File: src/rtl/riscv_core_decode_unit_pkg.sv
// Shared types and constants for the decode stage.
// Holds the packed control word, opcode/funct encodings and the skid state enum.
// Imported by the interface, the decode logic and the decode unit top.
package riscv_core_pkg;

  // Major opcodes of the base ISA plus A
  localparam logic [6:0] OPC_LOAD      = 7'b0000011;
  localparam logic [6:0] OPC_OP_IMM    = 7'b0010011;
  localparam logic [6:0] OPC_AUIPC     = 7'b0010111;
  localparam logic [6:0] OPC_OP_IMM_32 = 7'b0011011;
  localparam logic [6:0] OPC_STORE     = 7'b0100011;
  localparam logic [6:0] OPC_AMO       = 7'b0101111;
  localparam logic [6:0] OPC_OP        = 7'b0110011;
  localparam logic [6:0] OPC_LUI       = 7'b0110111;
  localparam logic [6:0] OPC_OP_32     = 7'b0111011;
  localparam logic [6:0] OPC_BRANCH    = 7'b1100011;
  localparam logic [6:0] OPC_JALR      = 7'b1100111;
  localparam logic [6:0] OPC_JAL       = 7'b1101111;
  localparam logic [6:0] OPC_SYSTEM    = 7'b1110011;

  // AMO funct5 encodings (the 11 defined ones)
  localparam logic [4:0] AMO_LR   = 5'b00010;
  localparam logic [4:0] AMO_SC   = 5'b00011;
  localparam logic [4:0] AMO_SWAP = 5'b00001;
  localparam logic [4:0] AMO_ADD  = 5'b00000;
  localparam logic [4:0] AMO_XOR  = 5'b00100;
  localparam logic [4:0] AMO_AND  = 5'b01100;
  localparam logic [4:0] AMO_OR   = 5'b01000;
  localparam logic [4:0] AMO_MIN  = 5'b10000;
  localparam logic [4:0] AMO_MAX  = 5'b10100;
  localparam logic [4:0] AMO_MINU = 5'b11000;
  localparam logic [4:0] AMO_MAXU = 5'b11100;

  // amo_op values seen by the memory-side AMO ALU
  localparam logic [3:0] AOP_SWAP = 4'b0000;
  localparam logic [3:0] AOP_ADD  = 4'b0001;
  localparam logic [3:0] AOP_XOR  = 4'b0010;
  localparam logic [3:0] AOP_AND  = 4'b0011;
  localparam logic [3:0] AOP_OR   = 4'b0100;
  localparam logic [3:0] AOP_MIN  = 4'b0101;
  localparam logic [3:0] AOP_MAX  = 4'b0110;
  localparam logic [3:0] AOP_MINU = 4'b0111;
  localparam logic [3:0] AOP_MAXU = 4'b1000;

  // Immediate format select
  localparam logic [2:0] IMM_I = 3'b000;
  localparam logic [2:0] IMM_S = 3'b001;
  localparam logic [2:0] IMM_B = 3'b010;
  localparam logic [2:0] IMM_U = 3'b011;
  localparam logic [2:0] IMM_J = 3'b100;

  // Writeback result source
  localparam logic [1:0] RES_ALU = 2'b00;
  localparam logic [1:0] RES_MEM = 2'b01;
  localparam logic [1:0] RES_PC4 = 2'b10;
  localparam logic [1:0] RES_CSR = 2'b11;

  typedef struct packed {
    logic       regwrite;
    logic [2:0] imsrc;
    logic       uctrl;
    logic       alusrcb;
    logic       memwrite;
    logic [1:0] resultsrc;
    logic       branch;
    logic       aluop;
    logic [1:0] size;
    logic       ldext;
    logic       isword;
    logic       jump;
    logic       bjreg;
    logic       imsel;
    logic       new_mux_sel;
    logic       amo;
    logic [3:0] amo_op;
    logic       lr;
    logic       sc;
    logic       csr_src_sel;
    logic [1:0] csr_op;
    logic       system;
  } decode_ctrl_t;

  typedef enum logic [1:0] {
    SKID_EMPTY = 2'd0,
    SKID_ONE   = 2'd1,
    SKID_TWO   = 2'd2
  } skid_state_e;

endpackage

File: src/rtl/riscv_core_decode_unit_if.sv
// Fetch-side and execute-side handshake bundle of the decode stage.
// Master is the surrounding pipeline, slave is the decode unit.
// Carries valid/ready on both sides plus the decoded payload and illegal count.
interface riscv_core_decode_unit_if #(
  parameter int XLEN  = 64,
  parameter int CNT_W = 16
);
  import riscv_core_pkg::*;

  logic              i_decode_flush;
  logic              i_decode_valid;
  logic              o_decode_ready;
  logic [31:0]       i_decode_instr;
  logic [XLEN-1:0]   i_decode_pc;
  logic              o_decode_valid;
  logic              i_decode_ready;
  logic [XLEN-1:0]   o_decode_pc;
  logic [4:0]        o_decode_rd;
  logic [4:0]        o_decode_rs1;
  logic [4:0]        o_decode_rs2;
  decode_ctrl_t      o_decode_ctrl;
  logic              o_decode_illegal;
  logic [CNT_W-1:0]  o_decode_illegal_cnt;

  modport master (
    output i_decode_flush, i_decode_valid, i_decode_instr, i_decode_pc, i_decode_ready,
    input  o_decode_ready, o_decode_valid, o_decode_pc, o_decode_rd, o_decode_rs1,
           o_decode_rs2, o_decode_ctrl, o_decode_illegal, o_decode_illegal_cnt
  );

  modport slave (
    input  i_decode_flush, i_decode_valid, i_decode_instr, i_decode_pc, i_decode_ready,
    output o_decode_ready, o_decode_valid, o_decode_pc, o_decode_rd, o_decode_rs1,
           o_decode_rs2, o_decode_ctrl, o_decode_illegal, o_decode_illegal_cnt
  );

endinterface

File: src/rtl/riscv_core_decode_logic.sv
// Combinational RV64IMAC instruction decoder with illegal-instruction screening.
// Latency: zero cycles, pure combinational.
// Backpressure: none; the caller decides when the result is captured.
module riscv_core_decode_logic import riscv_core_pkg::*; #(
  parameter int XLEN  = 64,
  parameter bit HAS_M = 1'b1,
  parameter bit HAS_A = 1'b1
) (
  input  logic [31:0]  instr,
  output decode_ctrl_t ctrl,
  output logic         illegal
);

  logic [6:0]   opcode;
  logic [2:0]   funct3;
  logic [6:0]   funct7;
  logic [4:0]   funct5;
  logic         rv32;
  logic         op_f7_ok;
  logic         bad;
  decode_ctrl_t raw;
  logic         unused_fields;

  assign opcode        = instr[6:0];
  assign funct3        = instr[14:12];
  assign funct7        = instr[31:25];
  assign funct5        = instr[31:27];
  assign rv32          = (XLEN == 32);
  assign unused_fields = ^{instr[24:15], instr[11:7]};

  // funct7 screen shared by OP and OP-32: base, SUB/SRA form, and M forms
  always_comb begin
    op_f7_ok = 1'b0;
    case (funct7)
      7'b0000000: op_f7_ok = 1'b1;
      7'b0100000: op_f7_ok = (funct3 == 3'b000) || (funct3 == 3'b101);
      7'b0000001: op_f7_ok = HAS_M;
      default:    op_f7_ok = 1'b0;
    endcase
  end

  // Per-opcode control word and illegal detection
  always_comb begin
    raw = '0;
    bad = 1'b0;
    case (opcode)
      OPC_OP, OPC_OP_32: begin
        raw.regwrite    = 1'b1;
        raw.aluop       = 1'b1;
        raw.isword      = (opcode == OPC_OP_32);
        raw.new_mux_sel = (funct7 == 7'b0000001);
        bad = !op_f7_ok || ((opcode == OPC_OP_32) && rv32);
      end
      OPC_OP_IMM, OPC_OP_IMM_32: begin
        raw.regwrite = 1'b1;
        raw.alusrcb  = 1'b1;
        raw.aluop    = 1'b1;
        raw.imsrc    = IMM_I;
        raw.isword   = (opcode == OPC_OP_IMM_32);
        bad = (opcode == OPC_OP_IMM_32) && rv32;
      end
      OPC_LOAD: begin
        raw.regwrite  = 1'b1;
        raw.alusrcb   = 1'b1;
        raw.imsrc     = IMM_I;
        raw.resultsrc = RES_MEM;
        raw.size      = funct3[1:0];
        raw.ldext     = funct3[2];
        bad = (funct3 == 3'b111) || (rv32 && ((funct3 == 3'b011) || (funct3 == 3'b110)));
      end
      OPC_STORE: begin
        raw.memwrite = 1'b1;
        raw.alusrcb  = 1'b1;
        raw.imsrc    = IMM_S;
        raw.size     = funct3[1:0];
        bad = funct3[2] || (rv32 && (funct3 == 3'b011));
      end
      OPC_BRANCH: begin
        raw.branch = 1'b1;
        raw.imsrc  = IMM_B;
        bad = (funct3 == 3'b010) || (funct3 == 3'b011);
      end
      OPC_JAL: begin
        raw.regwrite  = 1'b1;
        raw.jump      = 1'b1;
        raw.imsrc     = IMM_J;
        raw.resultsrc = RES_PC4;
      end
      OPC_JALR: begin
        raw.regwrite  = 1'b1;
        raw.jump      = 1'b1;
        raw.bjreg     = 1'b1;
        raw.alusrcb   = 1'b1;
        raw.imsrc     = IMM_I;
        raw.resultsrc = RES_PC4;
        bad = (funct3 != 3'b000);
      end
      OPC_LUI, OPC_AUIPC: begin
        raw.regwrite = 1'b1;
        raw.uctrl    = 1'b1;
        raw.alusrcb  = 1'b1;
        raw.imsrc    = IMM_U;
        raw.imsel    = (opcode == OPC_AUIPC);
      end
      OPC_AMO: begin
        raw.regwrite  = 1'b1;
        raw.resultsrc = RES_MEM;
        raw.size      = funct3[1:0];
        raw.isword    = (funct3 == 3'b010);
        bad = !HAS_A || !((funct3 == 3'b010) || (funct3 == 3'b011)) ||
              (rv32 && (funct3 == 3'b011));
        case (funct5)
          AMO_LR:   raw.lr = 1'b1;
          AMO_SC:   raw.sc = 1'b1;
          AMO_SWAP: begin raw.amo = 1'b1; raw.amo_op = AOP_SWAP; end
          AMO_ADD:  begin raw.amo = 1'b1; raw.amo_op = AOP_ADD;  end
          AMO_XOR:  begin raw.amo = 1'b1; raw.amo_op = AOP_XOR;  end
          AMO_AND:  begin raw.amo = 1'b1; raw.amo_op = AOP_AND;  end
          AMO_OR:   begin raw.amo = 1'b1; raw.amo_op = AOP_OR;   end
          AMO_MIN:  begin raw.amo = 1'b1; raw.amo_op = AOP_MIN;  end
          AMO_MAX:  begin raw.amo = 1'b1; raw.amo_op = AOP_MAX;  end
          AMO_MINU: begin raw.amo = 1'b1; raw.amo_op = AOP_MINU; end
          AMO_MAXU: begin raw.amo = 1'b1; raw.amo_op = AOP_MAXU; end
          default:  bad = 1'b1;
        endcase
      end
      OPC_SYSTEM: begin
        if (funct3 == 3'b000) begin
          raw.system = 1'b1;
        end else if (funct3 == 3'b100) begin
          bad = 1'b1;
        end else begin
          raw.regwrite    = 1'b1;
          raw.resultsrc   = RES_CSR;
          raw.csr_src_sel = funct3[2];
          raw.csr_op      = funct3[1:0];
        end
      end
      default: bad = 1'b1;
    endcase
  end

  // Illegal entries carry an all-zero control word so nothing downstream acts on them
  assign ctrl    = bad ? '0 : raw;
  assign illegal = bad;

endmodule

File: src/rtl/riscv_core_decode_unit.sv
// Registered decode stage: decodes fetch instructions into execute control words.
// Latency: one cycle from input transfer to output when the stage is draining.
// Backpressure: two-entry skid; ready comes only from registered state, never from downstream ready.
module riscv_core_decode_unit import riscv_core_pkg::*; #(
  parameter int XLEN  = 64,
  parameter bit HAS_M = 1'b1,
  parameter bit HAS_A = 1'b1,
  parameter int CNT_W = 16
) (
  input logic                     i_clk,
  input logic                     i_rst_n,
  riscv_core_decode_unit_if.slave dec_if
);

  typedef struct packed {
    logic [XLEN-1:0] pc;
    logic [4:0]      rd;
    logic [4:0]      rs1;
    logic [4:0]      rs2;
    decode_ctrl_t    ctrl;
    logic            illegal;
  } entry_t;

  skid_state_e      state_q, state_nxt;
  entry_t           in_entry, main_q, skid_q;
  decode_ctrl_t     dec_ctrl;
  logic             dec_illegal;
  logic             in_xfer, out_xfer;
  logic             load_main_in, load_main_skid, load_skid;
  logic [CNT_W-1:0] cnt_q;

  riscv_core_decode_logic #(.XLEN(XLEN), .HAS_M(HAS_M), .HAS_A(HAS_A)) u_logic (
    .instr   (dec_if.i_decode_instr),
    .ctrl    (dec_ctrl),
    .illegal (dec_illegal)
  );

  assign in_entry = '{pc:      dec_if.i_decode_pc,
                      rd:      dec_if.i_decode_instr[11:7],
                      rs1:     dec_if.i_decode_instr[19:15],
                      rs2:     dec_if.i_decode_instr[24:20],
                      ctrl:    dec_ctrl,
                      illegal: dec_illegal};

  assign dec_if.o_decode_ready = (state_q != SKID_TWO);
  assign dec_if.o_decode_valid = (state_q != SKID_EMPTY);
  assign in_xfer  = dec_if.i_decode_valid && dec_if.o_decode_ready;
  assign out_xfer = dec_if.o_decode_valid && dec_if.i_decode_ready;

  // Skid state register
  always_ff @(posedge i_clk or negedge i_rst_n) begin
    if (!i_rst_n) state_q <= SKID_EMPTY;
    else          state_q <= state_nxt;
  end

  // Next state and register load enables; flush wins over everything
  always_comb begin
    state_nxt      = state_q;
    load_main_in   = 1'b0;
    load_main_skid = 1'b0;
    load_skid      = 1'b0;
    case (state_q)
      SKID_EMPTY: if (in_xfer) begin state_nxt = SKID_ONE; load_main_in = 1'b1; end
      SKID_ONE: begin
        if (in_xfer && out_xfer) load_main_in = 1'b1;
        else if (in_xfer)  begin state_nxt = SKID_TWO; load_skid = 1'b1; end
        else if (out_xfer) state_nxt = SKID_EMPTY;
      end
      SKID_TWO: if (out_xfer) begin state_nxt = SKID_ONE; load_main_skid = 1'b1; end
      default: state_nxt = SKID_EMPTY;
    endcase
    if (dec_if.i_decode_flush) begin
      state_nxt      = SKID_EMPTY;
      load_main_in   = 1'b0;
      load_main_skid = 1'b0;
      load_skid      = 1'b0;
    end
  end

  // Main (output) and skid payload registers
  always_ff @(posedge i_clk or negedge i_rst_n) begin
    if (!i_rst_n) begin
      main_q <= '0;
      skid_q <= '0;
    end else begin
      if (load_main_in)        main_q <= in_entry;
      else if (load_main_skid) main_q <= skid_q;
      if (load_skid)           skid_q <= in_entry;
    end
  end

  // Saturating count of illegal entries handed to execute; flush leaves it alone
  always_ff @(posedge i_clk or negedge i_rst_n) begin
    if (!i_rst_n) cnt_q <= '0;
    else if (out_xfer && main_q.illegal && (cnt_q != {CNT_W{1'b1}}))
      cnt_q <= cnt_q + {{(CNT_W-1){1'b0}}, 1'b1};
  end

  assign dec_if.o_decode_pc          = main_q.pc;
  assign dec_if.o_decode_rd          = main_q.rd;
  assign dec_if.o_decode_rs1         = main_q.rs1;
  assign dec_if.o_decode_rs2         = main_q.rs2;
  assign dec_if.o_decode_ctrl        = main_q.ctrl;
  assign dec_if.o_decode_illegal     = main_q.illegal;
  assign dec_if.o_decode_illegal_cnt = cnt_q;

endmodule

File: src/flat_wrapper.sv
// flat-port wrapper written by rule: the top's interface ports become plain ports
module riscv_core_decode_unit_flat import riscv_core_pkg::*;
#(
  parameter int XLEN  = 64,
  parameter bit HAS_M = 1'b1,
  parameter bit HAS_A = 1'b1,
  parameter int CNT_W = 16
)
  (i_clk, i_rst_n, dec_if_i_decode_flush, dec_if_i_decode_valid, dec_if_i_decode_instr, dec_if_i_decode_pc, dec_if_i_decode_ready, dec_if_o_decode_ready, dec_if_o_decode_valid, dec_if_o_decode_pc, dec_if_o_decode_rd, dec_if_o_decode_rs1, dec_if_o_decode_rs2, dec_if_o_decode_ctrl, dec_if_o_decode_illegal, dec_if_o_decode_illegal_cnt);
  riscv_core_decode_unit_if #(.XLEN(XLEN), .CNT_W(CNT_W)) dec_if_i ();
  input logic i_clk;
  input logic i_rst_n;
  input wire logic [$bits(dec_if_i.i_decode_flush)-1:0] dec_if_i_decode_flush;
  input wire logic [$bits(dec_if_i.i_decode_valid)-1:0] dec_if_i_decode_valid;
  input wire logic [$bits(dec_if_i.i_decode_instr)-1:0] dec_if_i_decode_instr;
  input wire logic [$bits(dec_if_i.i_decode_pc)-1:0] dec_if_i_decode_pc;
  input wire logic [$bits(dec_if_i.i_decode_ready)-1:0] dec_if_i_decode_ready;
  output wire logic [$bits(dec_if_i.o_decode_ready)-1:0] dec_if_o_decode_ready;
  output wire logic [$bits(dec_if_i.o_decode_valid)-1:0] dec_if_o_decode_valid;
  output wire logic [$bits(dec_if_i.o_decode_pc)-1:0] dec_if_o_decode_pc;
  output wire logic [$bits(dec_if_i.o_decode_rd)-1:0] dec_if_o_decode_rd;
  output wire logic [$bits(dec_if_i.o_decode_rs1)-1:0] dec_if_o_decode_rs1;
  output wire logic [$bits(dec_if_i.o_decode_rs2)-1:0] dec_if_o_decode_rs2;
  output wire logic [$bits(dec_if_i.o_decode_ctrl)-1:0] dec_if_o_decode_ctrl;
  output wire logic [$bits(dec_if_i.o_decode_illegal)-1:0] dec_if_o_decode_illegal;
  output wire logic [$bits(dec_if_i.o_decode_illegal_cnt)-1:0] dec_if_o_decode_illegal_cnt;
  assign dec_if_i.i_decode_flush = dec_if_i_decode_flush;
  assign dec_if_i.i_decode_valid = dec_if_i_decode_valid;
  assign dec_if_i.i_decode_instr = dec_if_i_decode_instr;
  assign dec_if_i.i_decode_pc = dec_if_i_decode_pc;
  assign dec_if_i.i_decode_ready = dec_if_i_decode_ready;
  assign dec_if_o_decode_ready = dec_if_i.o_decode_ready;
  assign dec_if_o_decode_valid = dec_if_i.o_decode_valid;
  assign dec_if_o_decode_pc = dec_if_i.o_decode_pc;
  assign dec_if_o_decode_rd = dec_if_i.o_decode_rd;
  assign dec_if_o_decode_rs1 = dec_if_i.o_decode_rs1;
  assign dec_if_o_decode_rs2 = dec_if_i.o_decode_rs2;
  assign dec_if_o_decode_ctrl = dec_if_i.o_decode_ctrl;
  assign dec_if_o_decode_illegal = dec_if_i.o_decode_illegal;
  assign dec_if_o_decode_illegal_cnt = dec_if_i.o_decode_illegal_cnt;
  riscv_core_decode_unit #(.XLEN(XLEN), .HAS_M(HAS_M), .HAS_A(HAS_A), .CNT_W(CNT_W)) u_core (.i_clk(i_clk), .i_rst_n(i_rst_n), .dec_if(dec_if_i));
endmodule
File: config.mk
export PLATFORM = sky130hd
export DESIGN_NAME = riscv_core_decode_unit_flat
export DESIGN_NICKNAME = d
export VERILOG_FILES = /design/src/rtl/riscv_core_decode_unit_pkg.sv /design/src/rtl/riscv_core_decode_unit_if.sv /design/src/rtl/riscv_core_decode_logic.sv /design/src/rtl/riscv_core_decode_unit.sv /design/src/flat_wrapper.sv
export SDC_FILE = /design/constraint.sdc
export NUM_CORES = 1
export LEC_CHECK = 0
export BUFFER_PORTS_ARGS = -buffer_cell sky130_fd_sc_hd__buf_2
export CAP_MARGIN = 20
export CORE_MARGIN = 2
export CORE_UTILIZATION = 50
export CTS_CLUSTER_SIZE = 40
export DETAILED_ROUTE_END_ITERATION = 12
export PLACE_DENSITY = 0.74
export RECOVER_POWER = 100
export REMOVE_ABC_BUFFERS = 1
export SLEW_MARGIN = 15
export SYNTH_ARGS = -nofsm -noshare
export SYNTH_HDL_FRONTEND = slang
export SYNTH_SLANG_ARGS = --single-unit
File: constraint.sdc
create_clock -name i_clk -period 5.7 [get_ports i_clk]
set_clock_uncertainty 0.15 [all_clocks]
set_input_delay 0.285 -clock i_clk [delete_from_list [all_inputs] [get_ports i_clk]]
set_output_delay 0.285 -clock i_clk [all_outputs]
set_load 0.1 [all_outputs]
# Word-level counts from Yosys, hierarchy flattened
# Index checks and enable logic that the tools add are counted.
dict set report totals {
  register_bits 238
  inputBits 101
  out_inout_bits 128
  elab_cells 176
}
dict set report op_classes {
  add_sub_neg 1
  n_eq_ne 38
  mux 52
  reduce_logical 29
}
# cell count
set ops {}
lappend ops {{110-bit 2-to-1 mux} 2}
lappend ops {{5-bit case mux with 9 select lines} 1}
lappend ops {{7-bit by 6-bit == test with 1-bit output, second input constant} 6}
lappend ops {{30-bit 2-to-1 mux} 1}
lappend ops {{7-bit == test, second input constant} 4}
lappend ops {{1-bit 2-to-1 mux} 27}
lappend ops {{7-bit by 5-bit == test with 1-bit output, second input constant} 3}
lappend ops {{5-bit == test, second input constant} 4}
lappend ops {{2-bit 2-to-1 mux} 9}
lappend ops {{16-bit by 1-bit adder with 16-bit output, second input constant} 1}
lappend ops {{16-bit != test, second input constant} 1}
lappend ops {{2-bit case mux with 3 select lines} 2}
lappend ops {{3-bit case mux with 4 select lines} 1}
lappend ops {{2-bit OR reduction} 6}
lappend ops {{11-bit OR reduction} 1}
lappend ops {{5-bit by 2-bit == test with 1-bit output, second input constant} 2}
lappend ops {{5-bit by 4-bit == test with 1-bit output, second input constant} 2}
lappend ops {{10-bit OR reduction} 1}
lappend ops {{3-bit == test, second input constant} 3}
lappend ops {{1-bit case mux with 8 select lines} 1}
lappend ops {{7-bit by 1-bit == test with 1-bit output, second input constant} 1}
lappend ops {{7-bit by 2-bit == test with 1-bit output, second input constant} 1}
lappend ops {{7-bit logical NOT} 1}
lappend ops {{7-bit 2-to-1 mux} 1}
lappend ops {{other kinds (26)} 38}

# Longest topological paths before layout
dict set report logic_depth {
  word_depth 7
  mapped_depth 8
}

# By module
# A second synthesis with hierarchy kept.
dict set report hier_totals {
  cells_unflattened 912
  hier_area_um2 10729.0
}
# module instances cells_each area_per_inst_um2 seq_area_each_um2
set modules_own_cells {}
lappend modules_own_cells {riscv_core_decode_unit 1 797 9993.3 5955.7}
lappend modules_own_cells {riscv_core_decode_logic 1 115 735.7 0.0}

# Worst setup path before layout
# No wires, ideal clock.
dict set report synth_path {
  path_kind {reg-to-reg}
  startpoint {register u_core.cnt_q[2], in the netlist u_core.dec_if.o_decode_illegal_cnt[2]}
  endpoint {register u_core.cnt_q[11], in the netlist u_core.dec_if.o_decode_illegal_cnt[11]}
  arrival_ps 2191
  slack_ps 3200
  path_stages_with_launch 6
  path_buffers 0
  period_less_slack_ps 2500
  cell_sequence {dfrtp_1 and4_1 nand4_1 a2111oi_1 nand2_1 xnor2_1}
}
dict set report synth_via {
  elab_chain_cells 2
}
# element line_no
set synth_rtl {}
lappend synth_rtl {{from (decl)} riscv_core_decode_unit.sv:30} ;# logic [CNT_W-1:0] cnt_q;
lappend synth_rtl {{from (signal assigned)} riscv_core_decode_unit.sv:96} ;# cnt_q <= cnt_q + {{(CNT_W-1){1'b0}}, 1'b1};
lappend synth_rtl {{branches (longest 2 deep; another with 16-bit by 1-bit adder with 16-bit output)} --}
# Several ways; the timed one is not identified.
# A chain may end at the register's enable or synchronous reset.

# Final worst setup path
dict set report layout_path {
  startpoint {input dec_if_i_decode_ready}
  endpoint {register u_core.skid_q[6] (netlist bit)}
}
dict set report layout_via {
  elab_chain_cells 5
}
# element line_no
set layout_rtl {}
lappend layout_rtl {{from (decl)} flat_wrapper.sv:17} ;# input wire logic [$bits(dec_if_i.i_decode_ready)-1:0] dec_if_i_decode_ready;
lappend layout_rtl {{1-bit logical AND} riscv_core_decode_unit.sv:48} ;# assign out_xfer = dec_if.o_decode_valid && dec_if.i_decode_ready;
lappend layout_rtl {{1-bit logical AND} riscv_core_decode_unit.sv:65} ;# if (in_xfer && out_xfer) load_main_in = 1'b1;
lappend layout_rtl {{1-bit 2-to-1 mux} riscv_core_decode_unit.sv:65}
lappend layout_rtl {{1-bit 2-to-1 mux} riscv_core_decode_unit.sv:62} ;# case (state_q)
lappend layout_rtl {{1-bit 2-to-1 mux} riscv_core_decode_unit.sv:72} ;# if (dec_if.i_decode_flush) begin
lappend layout_rtl {{to (signal assigned)} riscv_core_decode_unit.sv:88} ;# if (load_skid) skid_q <= in_entry;
lappend layout_rtl {{to (decl)} riscv_core_decode_unit.sv:25} ;# entry_t in_entry, main_q, skid_q;
# Every way passes these cells.

==> results.tsv <==
stage	metric	value	unit
die	die span in x	149	um
route	Iter 0 DRT Violations	610	
timing	Fin Hold WS	29.6	ps
worst_setup_path	CP peak stage delay	1410	ps
worst_setup_path	R2R depth	6	
route	vias per cell	5.39	
die	DIE AREA	22100	um^2
die	Core ar.	20400	um^2
clock_tree	clock latency on the worst-skew pair	510	ps
worst_setup_path	WP buf/inv	4	
timing	slew margin rel.	-83.8	%
timing	Slew @ Worst Pin	2760	ps
timing	setup ws final	1440	ps
finish	layout cells sized above 1	11.1	%
worst_setup_path	cell depth of the worst setup path	8	
route	drt total wl	27600	um
grt	vias in the first global route	8999	
worst_setup_path	Crit Path Class	in2reg	
clock_tree	Num CTS Buffers	25	
logic_synthesis	number of synthesized flops with an enable pin	0	
grt	GR Overflow Total	0	
timing	Setup TNS	0	ps
die	Starting Density	51.3	%
worst_setup_path	Critical Path Most Common Cell	dlygate4sd3_1	
worst_setup_path	Arr. time, crit path	4560	ps
route	Remaining DRCs	0	
power_and_ir_drop	overall power	5.19	mW
placement	IO Port Bufs	228	
logic_synthesis	Synth async-reset ratio	100	%
logic_synthesis	sequential area share after synthesis	57.0	%
die	Rows	52	
finish	# nets final	1560	
outcome	outcome	finished, violations left	
logic_synthesis	share of the synthesized area in the top cell type	57.0	%
placement	gpl congestion	0.858	
logic_synthesis	synth unique cells	64	
timing	Final Hold Fails	0	
worst_setup_path	crit start category	input pin	
timing	crit share post-route	74.8	%
outcome	failing checks	capacitance limit, slew limit	
clock_tree	clock sink count	238	
worst_setup_path	CP Capture Type	flip-flop	
finish	n_diodes	0	
placement	DP HPWL	16400	um
die	Die Ht	149	um
logic_synthesis	Post-Syn Area	10500	um^2
grt	first-pass GRT wire length	44900	um
grt	pin count of the biggest net entering global routing	128	
logic_synthesis	post-synthesis cell count	1177	
clock_tree	root buf cell	clkbuf_16	
timing	fin. max-slew vios	371	
route	vias	9406	
worst_setup_path	crit-path cells	dlygate4sd3_1 > clkbuf_1 > nand2b_1 > nor3_4 > clkbuf_2 > nand3_1 > o31ai_1 > dlygate4sd3_1	
worst_setup_path	slowest cell on the critical path	clkbuf_2	
timing	setup violators final	0	
logic_synthesis	#FFs+latches synth	238	
finish	final instance area	13200	um^2
finish	Area Overhead vs Synth	26.6	%
clock_tree	H-tree depth	1	
power_and_ir_drop	Leakage	6.26	nW
placement	dpl ws	2820	ps
clock_tree	Clk pin slew, worst setup/hold paths	60	ps
finish	Util after Layout	65.0	%
logic_synthesis	syn_area_per_cell	8.88	um^2
grt	GR Util All Layers	24.8	%
clock_tree	CTS tree	done	
logic_synthesis	YS warnings	0	
logic_synthesis	top-count cell post-synth	nand2_1	
placement	DP Cell Count	1607	
worst_setup_path	Critical Path RT	6000	ps
hold_path	worst hold path type	in2reg	
grt	initial antenna violation count	0	
placement	area post-placement	11700	um^2
route	ANT nets after route	0	
worst_setup_path	worst-path fanout max	91	
hold_path	Hold Crit Depth	3	
die	num ports	229	
logic_synthesis	top_reg_cell synth	dfrtp_1	
run	Max-Cap Viols	5	
power_and_ir_drop	PD cells	392	nW/um^2
logic_synthesis	most common library cells after synthesis	nand2_1 (465), dfrtp_1 (238), nor2_1 (102)	
timing	maximum clock rate	235	MHz
finish	non-filler instance count after layout	1746	
timing	fin crit period	4260	ps
worst_setup_path	cell family with most CP delay	buffers and inverters	
clock_tree	Resize count post-CTS	0	
clock_tree	clk buf depth	3	
logic_synthesis	Yosys top cell by area	dfrtp_1	
timing	RSZ-0062 raised after global routing	false	
route	Pre-Repair DR Iteration Count	5	
route	Routed WL per cell	15.8	um
logic_synthesis	Synth area leaders	dfrtp_1 (57%), nand2_1 (17%), a31oi_1 (5.0%)	
power_and_ir_drop	peak supply drop	0.414	mV
registers in the layout, indices dropped and copies added, names as in the netlist:
register                            count
u_core.dec_if.o_decode_ctrl            30
u_core.dec_if.o_decode_illegal          1
u_core.dec_if.o_decode_illegal_cnt     16
u_core.dec_if.o_decode_pc              64
u_core.dec_if.o_decode_rd               5
u_core.dec_if.o_decode_rs1              5
u_core.dec_if.o_decode_rs2              5
u_core.skid_q                         110
u_core.state_q                          2
routing by layer:
layer | part of all wire, % | track usage (%) | wire length [um]
met1 | 43 | 35.4 | 11900
met2 | 48 | 40.4 | 13100
met4 | 1.7 | 5.81 | 458
met5 | 0 | 0 | 0
met3 | 7.6 | 3.62 | 2110
tightest hold or removal path: stages:
cell,delay (ps)
buf_2,150
nand4_1,150
o41ai_1,70
placed cells by master, fill, tap and decap left out, drive strengths merged, types with 5 or more instances in the layout:
cell           n
o211ai         5
a22o           5
o21ai         34
clkinv         9
o31ai          9
inv            8
buf          104
and3           6
nor2b          5
nor2         103
nand3         16
xnor2         14
o22ai          5
nand2        465
a21oi         11
clkbuf       168
a32oi          5
a31oi         83
a22oi         12
nand2b         6
nand4          8
dfrtp        238
nor3           8
dlygate4sd3   94
worst paths after layout:
path	end	from	slack (ps)
min reg2reg	u_core.skid_q[54]$_DFFE_PN0P_	u_core.skid_q[54]$_DFFE_PN0P_	320
max	u_core.skid_q[6]$_DFFE_PN0P_	dec_if_i_decode_ready	1440
min	u_core.dec_if.o_decode_ctrl[9]$_DFFE_PN0P_	dec_if_i_decode_instr[29]	30
max in group asynchronous	u_core.skid_q[16]$_DFFE_PN0P_	i_rst_n	2700
max reg2reg	u_core.skid_q[6]$_DFFE_PN0P_	u_core.state_q[0]$_DFFE_PN0P_	1590
min in group asynchronous	u_core.dec_if.o_decode_rs1[4]$_DFFE_PN0P_	i_rst_n	1010
power by group:
part,switching (mW),internal (mW)
clock network,0.656,0.882
logic,1.26,0.270
registers,0.166,1.96
kinds of logic after synthesis:
logic type / share of synthesized area [%]
simple gates: 25.1
compound gates: 12.3
buf+inv: 3.40
xor+xnor: 1.51
flops: 57.0
mux: 0.503
fa+ha+maj: 0.215
timing repair:
action,in CTS,in global routing
hold buffers,94,0
setup buffers,0,0
hold endpoints to repair,289,0
final cells by class:
cell class | count | area [um^2]
Fill cell | 1720 | 7120
Sequential cell | 238 | 5960
Multi-Input combinational cell | 854 | 4150
Timing Repair Buffer | 331 | 1990
Clock buffer | 35 | 723
Tap cell | 270 | 338
Clock inverter | 10 | 52.6
Inverter | 8 | 30.0
Power figures use the tool's default switching activity.
